<file path="src/rtl/retire_stage.sv">
// Retire stage: retires the longest in-order prefix of completed ROB exit entries,
// commits AMT updates, frees previous physical registers, and raises flush/halt.
// Optional macro RETIRE_ONE_BRANCH_EN: the scan stops after the first retiring branch.

package retire_pkg;

    // Default field widths of the ROB exit packet.
    localparam int AREG_W = 5;
    localparam int PREG_W = 6;

    typedef struct packed {
        logic              complete;
        logic              has_dest;
        logic [AREG_W-1:0] dest_areg;
        logic [PREG_W-1:0] dest_preg;
        logic [PREG_W-1:0] prev_preg;
        logic              mispredict;
        logic              halt;
`ifdef RETIRE_ONE_BRANCH_EN
        logic              is_branch;
`endif
        logic [31:0]       pc;
    } rob_exit_packet_t;

    typedef enum logic [1:0] {
        RUN,
        RECOVER,
        HALTED
    } retire_state_t;

endpackage

module retire_stage
    import retire_pkg::*;
#(
    parameter int N           = 3,
    parameter int ROB_SZ_BITS = 5,
    parameter int PREG_BITS   = PREG_W,
    parameter int AREG_BITS   = AREG_W,
    parameter int CNT_BITS    = 32
) (
    input  logic                              clock,
    input  logic                              reset,
    input  rob_exit_packet_t [N-1:0]          rob_outputs,
    input  logic [$clog2(N+1)-1:0]            rob_outputs_valid,
    input  logic [ROB_SZ_BITS-1:0]            rob_head,
    output logic [$clog2(N+1)-1:0]            num_retiring,
    output logic [N-1:0]                      amt_we,
    output logic [N-1:0][AREG_BITS-1:0]       amt_areg,
    output logic [N-1:0][PREG_BITS-1:0]       amt_preg,
    output logic [N-1:0]                      free_valid,
    output logic [N-1:0][PREG_BITS-1:0]       free_preg,
    output logic                              tail_restore_valid,
    output logic [ROB_SZ_BITS-1:0]            tail_restore,
    output logic                              halted,
    output logic [CNT_BITS-1:0]               retired_count
);

    localparam int VALID_BITS = $clog2(N+1);

    retire_state_t state;
    logic          halt_hit;
    logic          mispredict_hit;
    logic          stop;
    logic          unused_pc;

    // Retire scan. Once a slot fails to retire, or retires a halt/mispredict
    // (or a branch when the branch limit is built in), no younger slot may retire.
    // NOTE: combinational blocks use blocking '=' and give every output a default
    // first, so the scan chains through 'stop' and no latch is inferred.
    always_comb begin
        num_retiring       = '0;
        amt_we             = '0;
        amt_areg           = '0;
        amt_preg           = '0;
        free_valid         = '0;
        free_preg          = '0;
        tail_restore_valid = 1'b0;
        tail_restore       = '0;
        halt_hit           = 1'b0;
        mispredict_hit     = 1'b0;
        stop               = reset || (state != RUN);

        for (int i = 0; i < N; i++) begin
            if (!stop && (i < int'(rob_outputs_valid)) && rob_outputs[i].complete) begin
                num_retiring = num_retiring + VALID_BITS'(1);
                if (rob_outputs[i].has_dest) begin
                    amt_we[i]     = 1'b1;
                    amt_areg[i]   = rob_outputs[i].dest_areg;
                    amt_preg[i]   = rob_outputs[i].dest_preg;
                    free_valid[i] = 1'b1;
                    free_preg[i]  = rob_outputs[i].prev_preg;
                end
                // Halt outranks mispredict on the same entry: no flush is requested.
                if (rob_outputs[i].halt) begin
                    halt_hit = 1'b1;
                    stop     = 1'b1;
                end else if (rob_outputs[i].mispredict) begin
                    mispredict_hit     = 1'b1;
                    tail_restore_valid = 1'b1;
                    tail_restore       = rob_head + ROB_SZ_BITS'(i + 1);
                    stop               = 1'b1;
                end
`ifdef RETIRE_ONE_BRANCH_EN
                if (rob_outputs[i].is_branch) begin
                    stop = 1'b1;
                end
`endif
            end else begin
                stop = 1'b1;
            end
        end
    end

    // The program counter travels with the packet but retirement has no use for it.
    always_comb begin
        unused_pc = 1'b0;
        for (int i = 0; i < N; i++) begin
            unused_pc = unused_pc ^ (^rob_outputs[i].pc);
        end
    end

    // NOTE: sequential state uses non-blocking '<=' so every register samples the
    // pre-edge values of the scan regardless of statement order.
    always_ff @(posedge clock) begin
        if (reset) begin
            state         <= RUN;
            halted        <= 1'b0;
            retired_count <= '0;
        end else begin
            retired_count <= retired_count + CNT_BITS'(num_retiring);
            case (state)
                RUN: begin
                    if (halt_hit) begin
                        state  <= HALTED;
                        halted <= 1'b1;
                    end else if (mispredict_hit) begin
                        state <= RECOVER;
                    end
                end
                RECOVER: state <= RUN;
                HALTED:  state <= HALTED;
                default: state <= RUN;
            endcase
        end
    end

    a_retire_within_valid: assert property (@(posedge clock) disable iff (reset)
        num_retiring <= rob_outputs_valid);

    a_quiet_outside_run: assert property (@(posedge clock) disable iff (reset)
        (state != RUN) |-> (num_retiring == '0 && amt_we == '0 && free_valid == '0
                            && !tail_restore_valid));

    a_halted_matches_state: assert property (@(posedge clock) disable iff (reset)
        halted == (state == HALTED));

endmodule

</file>
<file path="config.mk">
export PLATFORM = sky130hd
export DESIGN_NAME = retire_stage
export DESIGN_NICKNAME = d
export VERILOG_FILES = /design/src/rtl/retire_stage.sv
export SDC_FILE = /design/constraint.sdc
export NUM_CORES = 1
export LEC_CHECK = 0
export BUFFER_PORTS_ARGS = -buffer_cell sky130_fd_sc_hd__buf_2
export CAP_MARGIN = 20
export CORE_AREA = 4 4 101 103
export CTS_CLUSTER_SIZE = 28
export DETAILED_ROUTE_END_ITERATION = 10
export DIE_AREA = 0 0 105 107
export HOLD_SLACK_MARGIN = 0.06
export PLACE_DENSITY = 0.74
export SLEW_MARGIN = 25
export SYNTH_ARGS = -nofsm -noshare
export SYNTH_HDL_FRONTEND = slang
export SYNTH_SLANG_ARGS = --single-unit
</file>
<file path="constraint.sdc">
create_clock -name clock -period 4.1 [get_ports clock]
set_input_delay 0.205 -clock clock [delete_from_list [all_inputs] [get_ports clock]]
set_output_delay 0.205 -clock clock [all_outputs]
set_load 0.1 [all_outputs]
</file>
==> reports/metrics.csv, run 1 <==
metric,value,unit
maxCapViolCount,0,
yosysMostFrequentCell,and3_1,
tritoncts,yes,
hold_ws,214,ps
ys_seq_elements,35,
seq_area,701,sq um
worst_slew_pin_slew,711,ps
p_per_area,218,nW/um^2
numCtsBuffers,5,
initial_core_util,26.1,%
num_rows,35,
worstReg2RegStart,state[0],
vdd_drop_max,0.0000934,V
synthTopCellsByCount,"55 x and3_1, 35 x dfxtp_1, 34 x nor2_1",
syn-cell-area,2400,sq um
clk_pin_slew_worst_paths,70,ps
synth_xor_area_share,11.3,%
synth_top_family_by_area,simple AND/OR/NAND/NOR gates,
final_antenna_net_count,0,
power_leakage,0.00199,uW
grt.total_usage,14.8,%
p_clk_share,31.5,%
io_buffers,169,
viasPerCell,4.84,
reg2reg_slack,590,ps
drt_iter0_markers,122,
postCtsSetupRepairBufs,0,
internal-power,508,uW
grt_max_degree,36,
cts_max_level,2,
ys_seq_area_share,29.2,%
rsz0062_at_grt,no,
holdPathEnd,halted,
totalWireLength,8560,microns
cp-end-kind,flip-flop,
ys_types,58,
synth_edf_count,0,
drc_errors,0,
multi_input_area,1590,sq um
hold_viol,0,
ys_async_sr_fraction,0,%
vias,2760,
critPathRequiredTime,4310,ps
grt_overflow,0,
finClkSkew,6.94,ps
path_class,flip-flop to flip-flop,
die_h,107,microns
core_area,9200,sq um
synth_compound_area_share,5.69,%
io_pins,266,
worstPathArrival,3720,ps
synth_top_cell_area_share,29.2,%
power_frac_comb,22.5,%
die-area,11200,sq um
cts_root_buf,clkbuf_8,
finalCritPeriodShare,85.6,%
min_period,3510,ps
reg2regPathDepth,10,
setup_viol,0,
die_x,105,microns
cp_max_fo,10,
synthSimpleGateAreaFrac,41.6,%
synth_top_cell_by_area,dfxtp_1,
synth_fa_ha_area_share,5.01,%
synth-main-ff-cell,dfxtp_1,
max_freq,285,MHz
hp-class,input pin to flip-flop,
crit_path_start_kind,flip-flop,
cts.hold.buffers_added,0,
slew_violations,0,
grt_pass1_vias,2662,
grt_antenna_before_repair,4,
place.gp.congestion,0.896,
hpwl,7220,microns
drive_above_1_share,43.6,%
detail_route.wl_per_cell,15.0,microns
nNetsFinal,632,
worstHoldPathCells,3,
switchingPower,241,uW
swShare,32.2,%
clock-sinks,35,
n_fill_cell,968,
synthCells,295,
utilization,37.4,%
cts_resized,0,
relSlewSlack,51.9,%
synthMuxAreaShare,0.887,%
grt_pass1_wl,13500,microns
clock_latency,280,ps
drtPass1Iterations,6,
sequentialPowerShare,46.0,%
syn_area_per_cell,8.13,sq um
synth_nets,472,
finalSetupTns,0,ps
min_from,rob_outputs[32],
yosysWarnings,0,
r2r_end,retired_count[26],
status,finished clean,
area_growth,43.5,%
cts.path.max_buffers,2,
synth_area_leaders,"dfxtp_1 29%, and3_1 14%, xor2_1 8.8%",
==> per-stage QoR <==
| step | std cells | worst slack [ps] | total power (uW) | instance area, sq um |
|---|---|---|---|---|
| 2_1_floorplan | 295 | 157 | 464 | 2430 |
| 3_3_place_gp | 559 | 665 | 518 | 3350 |
| 3_5_place_dp | 559 | 588 | 521 | 3350 |
| 4_1_cts | 567 | 560 | 764 | 3430 |
| 5_1_grt | 567 | 371 | 788 | 3430 |
| 6_report | 570 | 589 | 749 | 3440 |
==> cells by family after synthesis <==
group	after synthesis
simple gates	166
buf+inv	33
fa+ha+maj	9
mux	2
xor+xnor	31
compound gates	19
flops	35
==> power groups by stage <==
stage,Sequential [uW],Clock (uW),Combinational [uW]
after global routing,345,263,181
after CTS,344,250,169
final,344,236,168
after detailed placement,352,0,169
after global placement,352,0,166
after floorplan,367,0,96.3
==> flip-flops by register name, indices dropped and copies added (netlist names) <==
| signal | cells |
|---|---|
| halted | 1 |
| retired_count | 32 |
| state | 2 |
==> final cells by class <==
type,instances,share of cell area (%)
diodes,3,0.218
clock buffers,5,2.00
clock inverters,3,0.437
inverters,14,1.53
multi-input cells,227,46.2
flip-flops and latches,35,20.4
well taps,111,4.04
repair buffers,172,25.2
==> layer usage <==
layer  GRT usage, %  wire, microns  vias up
met4           3.28             67        0
met2           24.2           3930      149
met5              0              0        -
li1               -              -     1358
met1           18.7           3630     1246
met3           5.36            932        7
==> layout by cell type, fill, tap and decap left out, types with 4 or more instances in the layout <==
cell,count
inv_1,13
nand3_1,8
buf_2,169
dfxtp_1,35
xor2_1,23
nor3_1,5
ha_1,8
nand4_1,15
nor2_1,34
and2_1,4
and3_1,55
nand2_1,14
clkbuf_8,5
xnor2_1,7
==> how the worst max path moves through the flow <==
stage | start | end | slack (ps) | depth (start not counted)
final | state[0] | retired_count[26] | 590 | 10
after global routing | state[0] | retired_count[26] | 370 | 10
after CTS | state[0] | retired_count[26] | 560 | 10
after detailed placement | state[0] | retired_count[26] | 590 | 10
after global placement | state[0] | retired_count[28] | 670 | 10
after floorplan | state[0] | retired_count[28] | 160 | 13
==> worst max-delay path: stages (launching register included) <==
cell and delay [ps]:
dfxtp_1 310, or4b_4 580, or2_1 290, ha_1 380, xor2_4 210, ha_1 220, fa_1 280, and3_2 370
nand3_4 130, or4_1 530, a21oi_1 140
Power figures use the tool's default switching activity.
==> run 2, diff against run 1 <==
==> constraint.sdc (replaced) <==
create_clock -name clock -period 4.1 [get_ports clock]
set_input_delay 0.205 -clock clock [delete_from_list [all_inputs] [get_ports clock]]
set_output_delay 0.205 -clock clock [all_outputs]
set_load 0.02 [all_outputs]
==> run 2 against run 1 <==
- maximum frequency down 0.17%
- highest routed layer is now met5
- non-clock buffer count did not move
- sequential share of layout area hardly changed
- worst setup slack worse by 6.1 ps
- largest power group unchanged
==> reports/metrics.csv, run 2 (synthesis gave the netlist of run 1 again) <==
metric,value,unit,change
cp-startpoint,state[0],,
grt_max_degree,36,,unchanged
cp_max_fo,22,,+12
cp-end-kind,flip-flop,,
core_area,9200,sq um,unchanged
slew_violations,0,,unchanged
totalWireLength,9600,microns,+12%
clock_latency,290,ps,about the same
cts.path.max_buffers,2,,unchanged
hpwl,8080,microns,+12%
grt_antenna_before_repair,13,,+9
status,finished clean,,
grt.total_usage,16.1,%,+1.3 points
numCtsBuffers,5,,unchanged
cts.hold.buffers_added,0,,unchanged
grt_busiest_layer,met2,,
viasPerCell,4.89,,+1.0%
internal-power,587,uW,+16%
path_class,flip-flop to flip-flop,,
die_h,107,microns,unchanged
grt_overflow,0,,unchanged
crit_path_start_kind,flip-flop,,
final_antenna_net_count,0,,unchanged
worst_slew_pin_slew,677,ps,-33.6 ps
worstReg2RegStart,state[0],,
area_growth,43.4,%,about the same
hp-class,input pin to flip-flop,,
max_freq,284,MHz,-0.17%
power_frac_comb,13.9,%,-8.6 points
grt_pass1_vias,2713,,+1.9%
io_buffers,169,,unchanged
drt_iter0_markers,154,,+26%
min_period,3520,ps,+6.12 ps
final-instance-count-excl-fill,572,,+0.35%
maxCapViolCount,0,,unchanged
drtPass1Iterations,4,,-2
p_clk_share,41.7,%,+10 points
vdd_drop_max,0.000150,V,+60%
clock-sinks,35,,unchanged
drc_errors,0,,unchanged
critPathRequiredTime,4320,ps,about the same
top_regs,"retired_count: 32 flops, state: 2 flops, halted: 1 flops",,
most-common-layout-cells,"169 x buf_2, 55 x and3_1, 35 x dfxtp_1",,
p_per_area,225,nW/um^2,+3.5%
die-area,11200,sq um,unchanged
initial_core_util,26.1,%,unchanged
finalSetupTns,0,ps,unchanged
cts_max_level,2,,unchanged
postCtsSetupRepairBufs,0,,unchanged
largest-register,retired_count,,
relSlewSlack,54.2,%,+2.3 points
cts_resized,0,,unchanged
tritoncts,yes,,
hold_ws,212,ps,-2.22 ps
cts_root_buf,clkbuf_8,,
setup_viol,0,,unchanged
finalCritPeriodShare,85.8,%,+0.15 points
hold_viol,0,,unchanged
rsz0062_at_grt,no,,
worstPathArrival,3740,ps,+20 ps
place.gp.congestion,0.887,,-0.93%
swShare,24.2,%,-8.0 points
dpl.cell_count,559,,unchanged
clk_pin_slew_worst_paths,70,ps,about the same
drive_above_1_share,43.2,%,-0.44 points
largest_register_ff_count,32,,unchanged
min_from,rob_outputs[32],,
power_leakage,0.00199,uW,about the same
use_met1,17.3,%,-1.4 points
vias,2798,,+1.4%
grt_pass1_wl,14200,microns,+5.7%
use_met2,25.0,%,+0.78 points
grt_use_met3,13.2,%,+7.8 points
detail_route.wl_per_cell,16.8,microns,+12%
utilization,37.4,%,about the same
nNetsFinal,632,,unchanged
sequentialPowerShare,44.5,%,-1.5 points
num_rows,35,,unchanged
n_fill_cell,960,,-0.83%
finClkSkew,7.87,ps,+0.928 ps
switchingPower,187,uW,-22%
die_x,105,microns,unchanged
mostFrequentLayoutCell,buf_2,,
io_pins,266,,unchanged
## run 2: cell types whose count changed in the layout (fill, tap and decap cells not counted)
| cell | before | now |
|---|---|---|
| clkinv_2 | 3 | 1 |
| diode_2 | 3 | 5 |
| bufinv_16 | 0 | 1 |
| clkbuf_8 | 5 | 6 |
| mux2i_1 | 0 | 1 |
| mux2i_4 | 1 | 0 |
| nor4b_2 | 0 | 1 |
| nor4b_4 | 1 | 0 |
| xor2_1 | 23 | 24 |
| xor2_4 | 1 | 0 |
## run 2: final cells by class
type | count | area [sq um] | area share [%]
multi-input combinational | 227 | 1550 | 45.0
timing repair buffer | 172 | 868 | 25.3
sequential | 35 | 701 | 20.4
tap | 111 | 139 | 4.04
clock buffer | 6 | 82.6 | 2.40
inverter | 14 | 52.6 | 1.53
clock inverter | 2 | 35.0 | 1.02
antenna | 5 | 12.5 | 0.364
## run 2: through the flow
step	setup WS, ps	power [uW]	instance area (sq um)
2_1_floorplan	483	403	2400
3_3_place_gp	609	457	3310
3_5_place_dp	570	460	3310
4_1_cts	561	786	3430
5_1_grt	315	808	3440
6_report	583	775	3440
## run 2: power groups by stage
stage	logic [uW]	clock network (uW)	registers, uW
after floorplan	48.2	0	355
after global placement	105	0	352
after detailed placement	107	0	352
after CTS	108	334	344
after global routing	119	345	345
final	108	323	345
## run 2: metal layers
| layer | vias to the layer above | part of all wire (%) |
|---|---|---|
| met1 | 1252 | 40 |
| met3 | 24 | 17 |
| met2 | 141 | 42 |
| li1 | 1363 | - |
| met4 | 18 | 0.92 |
| met5 | - | 1.0 |
## run 2: worst max-delay path, cell delays in order (launching register included)
cell and delay [ps]:
dfxtp_1 320, or4b_4 570, or2_1 280, inv_2 240, ha_1 200, inv_1 40
mux2i_1 290, fa_1 350, and3_2 380, nand3_4 120, or4_1 510, a21oi_1 140
## run 2: path summary, 6_finish.rpt
check	end	depth (start not counted)	slack, ps
setup / recovery	retired_count[28]	11	580
setup reg to reg	retired_count[28]	11	580
hold / removal	halted	3	210
hold reg to reg	state[1]	1	440
